[src/rtl/oped_pkg.sv]
// Shared constants and helpers for the WSI/AXI-Stream buffer family.
package oped_pkg;

   localparam int unsigned DATA_W_DEFAULT = 256;

   // STORE_FWD encodings
   localparam int unsigned STORE_FWD_CUT = 0;
   localparam int unsigned STORE_FWD_SAF = 1;

   function automatic int unsigned clog2(input int unsigned value);
      int unsigned res;
      res = 0;
      for (int i = 0; i < 32; i++) begin
         if ((64'd1 << i) < 64'(value)) res = i + 1;
      end
      return res;
   endfunction

endpackage

[src/rtl/wsi_axis_buffer_ram.sv]
// Simple dual-port storage: one write port, one registered read port.
// Only the read register is reset so the output bus reads zero out of reset.
module wsi_axis_buffer_ram
   import oped_pkg::*;
#(
   parameter int unsigned Width = 8,
   parameter int unsigned Depth = 16
) (
   input  logic                      clk_i,
   input  logic                      rst_ni,
   input  logic                      wr_en_i,
   input  logic [clog2(Depth)-1:0]   wr_addr_i,
   input  logic [Width-1:0]          wr_data_i,
   input  logic                      rd_en_i,
   input  logic [clog2(Depth)-1:0]   rd_addr_i,
   output logic [Width-1:0]          rd_data_o
);

   logic [Width-1:0] mem_q [Depth];
   logic [Width-1:0] rd_data_q;

   always_ff @(posedge clk_i) begin
      if (wr_en_i) mem_q[wr_addr_i] <= wr_data_i;
   end

   always_ff @(posedge clk_i or negedge rst_ni) begin
      if (!rst_ni) begin
         rd_data_q <= '0;
      end else if (rd_en_i) begin
         rd_data_q <= mem_q[rd_addr_i];
      end
   end

   assign rd_data_o = rd_data_q;

endmodule

[src/rtl/wsi_axis_buffer.sv]
// Stream buffer with registered output, cut-through or store-and-forward release.
// The RAM read register doubles as the output register; level counts it too.
module wsi_axis_buffer
   import oped_pkg::*;
#(
   parameter int unsigned DATA_W    = DATA_W_DEFAULT,
   parameter int unsigned DEPTH     = 16,
   parameter int unsigned STORE_FWD = STORE_FWD_CUT
) (
   input  logic                    CLK,
   input  logic                    RST_N,
   input  logic                    flush,
   input  logic                    s_tvalid,
   output logic                    s_tready,
   input  logic [DATA_W-1:0]       s_tdata,
   input  logic [DATA_W/8-1:0]     s_tstrb,
   input  logic                    s_tlast,
   output logic                    m_tvalid,
   input  logic                    m_tready,
   output logic [DATA_W-1:0]       m_tdata,
   output logic [DATA_W/8-1:0]     m_tstrb,
   output logic                    m_tlast,
   output logic [clog2(DEPTH):0]   level,
   output logic [clog2(DEPTH):0]   msg_count,
   output logic                    full,
   output logic                    empty
);

   localparam int unsigned AW = clog2(DEPTH);
   localparam int unsigned LW = AW + 1;
   localparam int unsigned SW = DATA_W / 8;
   localparam int unsigned RW = DATA_W + SW + 1;
   localparam logic [AW:0] FullLevel = LW'(DEPTH);

   logic [AW-1:0] wr_ptr_q, wr_ptr_d, rd_ptr_q, rd_ptr_d;
   logic [AW:0]   level_q, level_d, msg_q, msg_d, pending;
   logic          out_vld_q, out_vld_d, in_msg_q, in_msg_d, rdy_en_q;
   logic          wr, pop, load, gate_open;
   logic [RW-1:0] rd_data;

   always_comb begin
      full      = (level_q == FullLevel);
      empty     = (level_q == '0);
      // rdy_en_q holds s_tready low until the first edge after reset release
      s_tready  = rdy_en_q && !full && !flush;
      gate_open = (STORE_FWD == STORE_FWD_CUT) || (msg_q != '0) || full || in_msg_q;
      m_tvalid  = out_vld_q && gate_open;
      wr        = s_tvalid && s_tready;
      pop       = m_tvalid && m_tready && !flush;
      pending   = level_q - {{AW{1'b0}}, out_vld_q};
      load      = (pending != '0) && (!out_vld_q || pop) && !flush;
   end

   always_comb begin
      wr_ptr_d  = wr_ptr_q;
      rd_ptr_d  = rd_ptr_q;
      level_d   = level_q;
      msg_d     = msg_q;
      out_vld_d = out_vld_q;
      in_msg_d  = in_msg_q;
      if (flush) begin
         wr_ptr_d  = '0;
         rd_ptr_d  = '0;
         level_d   = '0;
         msg_d     = '0;
         out_vld_d = 1'b0;
         in_msg_d  = 1'b0;
      end else begin
         if (wr)   wr_ptr_d = wr_ptr_q + AW'(1);
         if (load) rd_ptr_d = rd_ptr_q + AW'(1);
         level_d = level_q + LW'(wr) - LW'(pop);
         msg_d   = msg_q + LW'(wr && s_tlast) - LW'(pop && m_tlast);
         if (load) begin
            out_vld_d = 1'b1;
         end else if (pop) begin
            out_vld_d = 1'b0;
         end
         // once a message starts leaving it is not gated again until its last beat
         if (pop) in_msg_d = !m_tlast;
      end
   end

   always_ff @(posedge CLK or negedge RST_N) begin
      if (!RST_N) begin
         wr_ptr_q  <= '0;
         rd_ptr_q  <= '0;
         level_q   <= '0;
         msg_q     <= '0;
         out_vld_q <= 1'b0;
         in_msg_q  <= 1'b0;
         rdy_en_q  <= 1'b0;
      end else begin
         wr_ptr_q  <= wr_ptr_d;
         rd_ptr_q  <= rd_ptr_d;
         level_q   <= level_d;
         msg_q     <= msg_d;
         out_vld_q <= out_vld_d;
         in_msg_q  <= in_msg_d;
         rdy_en_q  <= 1'b1;
      end
   end

   wsi_axis_buffer_ram #(
      .Width (RW),
      .Depth (DEPTH)
   ) u_ram (
      .clk_i     (CLK),
      .rst_ni    (RST_N),
      .wr_en_i   (wr),
      .wr_addr_i (wr_ptr_q),
      .wr_data_i ({s_tdata, s_tstrb, s_tlast}),
      .rd_en_i   (load),
      .rd_addr_i (rd_ptr_q),
      .rd_data_o (rd_data)
   );

   assign m_tdata   = rd_data[RW-1 -: DATA_W];
   assign m_tstrb   = rd_data[SW:1];
   assign m_tlast   = rd_data[0];
   assign level     = level_q;
   assign msg_count = msg_q;

endmodule
[config.mk]
export PLATFORM = sky130hd
export DESIGN_NAME = wsi_axis_buffer
export DESIGN_NICKNAME = d
export VERILOG_FILES = /design/src/rtl/oped_pkg.sv /design/src/rtl/wsi_axis_buffer_ram.sv /design/src/rtl/wsi_axis_buffer.sv
export SDC_FILE = /design/constraint.sdc
export NUM_CORES = 2
export LEC_CHECK = 0
export ABC_CLOCK_PERIOD_IN_PS = 32200
export CORE_MARGIN = 2
export CORE_UTILIZATION = 45
export DETAILED_ROUTE_END_ITERATION = 12
export MAX_ROUTING_LAYER = met4
export PLACE_DENSITY_LB_ADDON = 0.3
export REMOVE_ABC_BUFFERS = 1
export SETUP_SLACK_MARGIN = 0.3
export SLEW_MARGIN = 20
export SYNTH_ARGS = -nofsm -noshare
export SYNTH_HDL_FRONTEND = slang
export SYNTH_HIERARCHICAL = 1
export SYNTH_MEMORY_MAX_BITS = 65536
export SYNTH_SLANG_ARGS = --single-unit
[constraint.sdc]
create_clock -name CLK -period 32.2 [get_ports CLK]
set_clock_uncertainty 0.15 [all_clocks]
set_input_delay 3.22 -clock CLK [delete_from_list [all_inputs] [get_ports CLK]]
set_output_delay 3.22 -clock CLK [all_outputs]
set_load 0.03 [all_outputs]
* Yosys cells after proc, flatten, opt, wreduce, memory -nomap -nowiden
Memories as Yosys holds them, arrays and structs flattened. A register that Yosys moved wholly into a read port is not among the register bits.
Cells that the tools add are included.
** Storage, ports and cells
- Bits in writable memories :: 4624
- Logic and storage cells :: 45
- Output and inout bits :: 303
- Bits of input ports :: 294
- Flip-flop bits (word level) :: 20
- Memories kept :: 1
** Cells by class
- Multiplexer cells :: 11
- Reduce and logical (&&, ||, !) cells :: 19
- Eq/ne operators :: 1
- $add $sub $neg :: 7
** Memories
- u_ram.mem_q :: words 16, width 289, read ports 1, clocked after Yosys merged registers in 1, write ports 1, line wsi_axis_buffer_ram.sv:19 : logic [Width-1:0] mem_q [Depth];
** Operators by type and width (count)
- 4-bit 2-to-1 mux :: 4
- 5-bit by 1-bit subtractor with 5-bit output :: 3
- 5-bit by 1-bit adder with 5-bit output :: 2
- 5-bit 2-to-1 mux :: 2
- 1-bit logical AND :: 9
- 4-bit by 1-bit adder with 4-bit output (second input constant) :: 2
- 5-bit equality test (second input constant) :: 1
- 5-bit logical NOT :: 1
- 1-bit 2-to-1 mux :: 5
- 5-bit nonzero test :: 1
- 1-bit logical NOT :: 4
- 2-bit nonzero test :: 2
- 3-bit nonzero test :: 1
- 1-bit logical OR :: 1

* Longest topological paths before layout
- Depth after elaboration :: 9
- Mapped depth :: 16
- Gate-level depth less buffers :: 15

* By module
Netlist, hierarchy kept.
** By module, submodules not included
- wsi_axis_buffer_ram :: sequential area each 146085.1 um^2, cells each 8637, instances 1, area an instance 183913.9 um^2
- wsi_axis_buffer :: sequential area each 500.5 um^2, cells each 130, instances 1, area an instance 1293.7 um^2

* Least setup slack after synthesis
Ideal clock, no wire load.
- Path type :: in2reg
- From :: in flush
- To :: mem u_ram/mem_q[0][0] (netlist name) (enable)
- Slack :: 7152 ps
- Stages on the path :: 4
- Data required time :: 30757 ps
- Path buffers :: 1
- Library setup time :: 1293 ps
- Arrival :: 23605 ps
- Path through :: nor4bb_1 -> buf_2 -> or3b_2 -> nor3_1
** On the way
- Cells in the longest elaborated chain, start to end :: 5
** RTL lines
- from (decl) :: line wsi_axis_buffer.sv:12 : input logic flush,
- 1-bit logical NOT :: line wsi_axis_buffer.sv:45 : s_tready = rdy_en_q && !full && !flush;
- 1-bit logical AND :: line wsi_axis_buffer.sv:45
- 1-bit logical AND :: line wsi_axis_buffer.sv:48 : wr = s_tvalid && s_tready;
- named net wr :: line wsi_axis_buffer.sv:38 : logic wr, pop, load, gate_open;
- 1-bit 2-to-1 mux :: line wsi_axis_buffer_ram.sv:23 : if (wr_en_i) mem_q[wr_addr_i] <= wr_data_i;
- 1-bit 2-to-1 mux (implied by the code) :: line wsi_axis_buffer_ram.sv:23
- to (decl) :: line wsi_axis_buffer_ram.sv:19
The timed path passes the listed nets, and every way through them passes these cells.

==> impl_metrics.py <==
metrics = {
    "final_layout": {
        "drive_gt1_share_pct": 15.4,
        "final_cell_mix": "edfxtp_1 (4624), mux2i_1 (1446), clkdlybuf4s50_1 (595)",
        "syn_to_final_growth_pct": 15.3,
        "finalNetCount": 9829,
        "final_common_cell": "edfxtp_1",
        "instances_no_fill": 15400,
    },
    "global_routing": {
        "grt_pass1_wl_mm": 660,
        "gr-total-overflow": 0,
        "top_usage_layer": "met2",
        "grt_pass1_vias": 93100,
        "antenna_found_initial": 83,
        "use_met2_pct": 35.0,
        "grt_use_met3_pct": 3.73,
        "grt_usage_pct": 22.1,
        "grt_max_degree": 141,
        "met1_usage_pct": 30.2,
    },
    "yosys": {
        "ys.flop_type": "edfxtp_1",
        "synthCells": 8767,
        "synth-compound-area-share_pct": 4.18,
        "ys_seq_area_share_pct": 79.1,
        "synthDistinctLibCells": 49,
        "syn_area_per_cell_um2": 21.1,
        "async_reset_ff_share_pct": 6.26,
        "synth_top_family_by_area": "multiplexers",
        "synthAdderAreaFrac_pct": 0.130,
        "synthMuxAreaShare_pct": 14.8,
        "ys_ff_latch": 4933,
        "yosys_warnings": 6,
        "netlist_area_um2": 185000,
        "synth_edf_count": 4624,
        "synthSimpleGateAreaFrac_pct": 0.205,
        "synthXorXnorAreaFrac_pct": 0.0520,
    },
    "detailed_routing": {
        "drt-initial-drc-count": 9639,
        "wire_per_inst_um": 29.5,
        "first_pass_iters": 5,
        "drt-total-wl_mm": 456,
        "num_vias": 91700,
        "ant_nets": 0,
        "viasPerCell": 5.93,
        "drc": 0,
    },
    "die": {
        "ioPinCount": 597,
        "start_util_pct": 45.2,
        "die_x_um": 646,
        "num_rows": 235,
        "fp.dieArea_um2": 417000,
        "die_h_um": 646,
        "core-area_um2": 410000,
    },
    "setup_path": {
        "reg2reg_slack_ns": 24.00,
        "critPathRequiredTime_ns": 32.88,
        "reg2reg_depth": 10,
        "worst_setup_path_start_kind": "flip-flop",
        "critPathKind": "flip-flop to flip-flop",
        "worstPathArrival_ns": 8.88,
        "endpoint_kind": "flip-flop",
        "r2r-start": "rd_ptr_q[0]",
        "crit_fanout": 114,
        "r2r_end": "u_ram/rd_data_o[39]",
    },
    "timing": {
        "max_slew_margin_pct": 21.6,
        "fmax_mhz": 122,
        "period_minus_slack_ns": 8.20,
        "drv_slew": 0,
        "tightest_slew_ns": 1.18,
        "finalSetupViolCount": 0,
        "rsz0062_at_grt": "no",
        "setup_tns_ns": 0,
        "finalCritPeriodShare_pct": 25.5,
        "finalHoldViolations": 0,
    },
    "clock_tree": {
        "post_cts_resized": 0,
        "htreeDepth": 5,
        "worstSkewPairLatency_ns": 1.02,
        "clkTransAtPathRegs_ns": 0.06,
        "post_cts_buffers": 0,
        "cts_inserted_buffers": 476,
        "hold_buffers": 0,
        "clk_path_buf_depth": 4,
        "cts_tree": "done",
        "clock-sinks": 4933,
        "root_buffer": "clkbuf_16",
    },
    "place": {
        "globalplace.congestion": 0.778,
        "dp_hpwl_mm": 247,
        "placed_cells": 14500,
        "portBuffers": 596,
    },
    "outcome": {
        "status": "finished, final reports clean",
    },
    "min_path": {
        "hold_depth": 2,
        "hold_end": "u_ram/rd_data_o[83]",
        "hold_path_class": "flip-flop to flip-flop",
        "hp-start": "u_ram/rd_data_o[83]",
    },
    "power": {
        "p_leak_uw": 0.0667,
        "ir_drop_mv": 0.100,
        "p_per_area_nw_per_um2": 79.4,
    },
    "job": {
        "cap_violations": 0,
    },
}
## report_power, final
group          internal, uW  switching, uW  leakage, uW
Clock                  3220           2400      0.00780
Sequential             7230            288       0.0450
Combinational          1600           2210       0.0138
Total                 12100           4890       0.0667
## flip-flops by register name, summed over array words and instances, names as in the netlist
name	cells
u_ram/mem_q	4624
wr_ptr_q	4
rdy_en_q	1
level	5
rd_ptr_q	4
m_tvalid	1
msg_count	5
u_ram/rd_data_o	289
## critical path: stages, from the launching register on
cell and delay (ns):
dfrtp_4 0.95, buf_4 0.90, buf_4 0.78, buf_12 0.64
buf_4 0.81, buf_4 0.71, buf_4 0.79, buf_4 0.89
mux4_2 0.60, mux2i_1 0.28, a21oi_1 0.12
## layout make-up
| class | count | area [um^2] |
|---|---|---|
| diodes | 49 | 123 |
| clock buffers | 645 | 13100 |
| clock inverters | 262 | 2880 |
| fillers | 31700 | 196000 |
| inverters | 18 | 67.6 |
| multi-input cells | 3299 | 36100 |
| flip-flops and latches | 4933 | 147000 |
| well taps | 5451 | 6820 |
| repair buffers | 789 | 7770 |
## worst max path at each step
stage,from,endpoint,slack (ns),depth (start not counted)
2_1_floorplan,rd_ptr_q[0],u_ram/rd_data_o[0],-28.66,3
3_3_place_gp,flush,u_ram/mem_q[3][92],23.28,9
3_5_place_dp,flush,u_ram/mem_q[3][158],23.28,9
4_1_cts,rd_ptr_q[0],u_ram/rd_data_o[39],23.69,10
5_1_grt,rd_ptr_q[0],u_ram/rd_data_o[39],23.29,10
6_report,rd_ptr_q[0],u_ram/rd_data_o[39],24.00,10
## metal layers
layer  part of all wire (%)  vias up  wire length [um]
met1                     42    49000            190000
met2                     49     3648            222000
met5                      0        -                 0
met3                    7.3      643             33300
met4                    2.3        0             10500
li1                       -    38300                 -
## logic make-up after synthesis
kind of cell	after synthesis
DFF	4933
AOI/OAI and AO/OA	1175
muxes	2024
adders and majority gates	18
and+or+nand+nor	70
buffers and inverters	535
xor gates and xnor gates	11
other	1
## through the flow
step           worst slack [ns]  total power [uW]  util, %  hold slack [ns]  area (um^2)
6_report                  24.00             17000     52.1            0.439       213000
5_1_grt                   23.29             17500     52.1            0.460       213000
2_1_floorplan            -28.66             14200        -            0.402       183000
3_3_place_gp              23.28             11400     48.1            0.411       197000
3_5_place_dp              23.28             11500     48.1            0.424       197000
4_1_cts                   23.69             17100     52.0            0.441       213000
## cell usage after synthesis, types with 10 or more instances
library cell  number  share of area [%]
clkbuf_1         188               0.38
o32ai_1          289                1.4
dfrtp_1          309                4.2
nor2_1            26              0.053
o22ai_1          578                2.0
inv_1             17              0.034
ha_1              16               0.11
buf_6             26               0.16
buf_1             23              0.047
mux4_2           578                7.0
edfxtp_1        4624                 75
a21oi_1          295               0.80
nand2b_1          10              0.034
buf_2            231               0.62
buf_4             49               0.20
mux2i_1         1446                7.8
(Power assumes the default switching activity.)
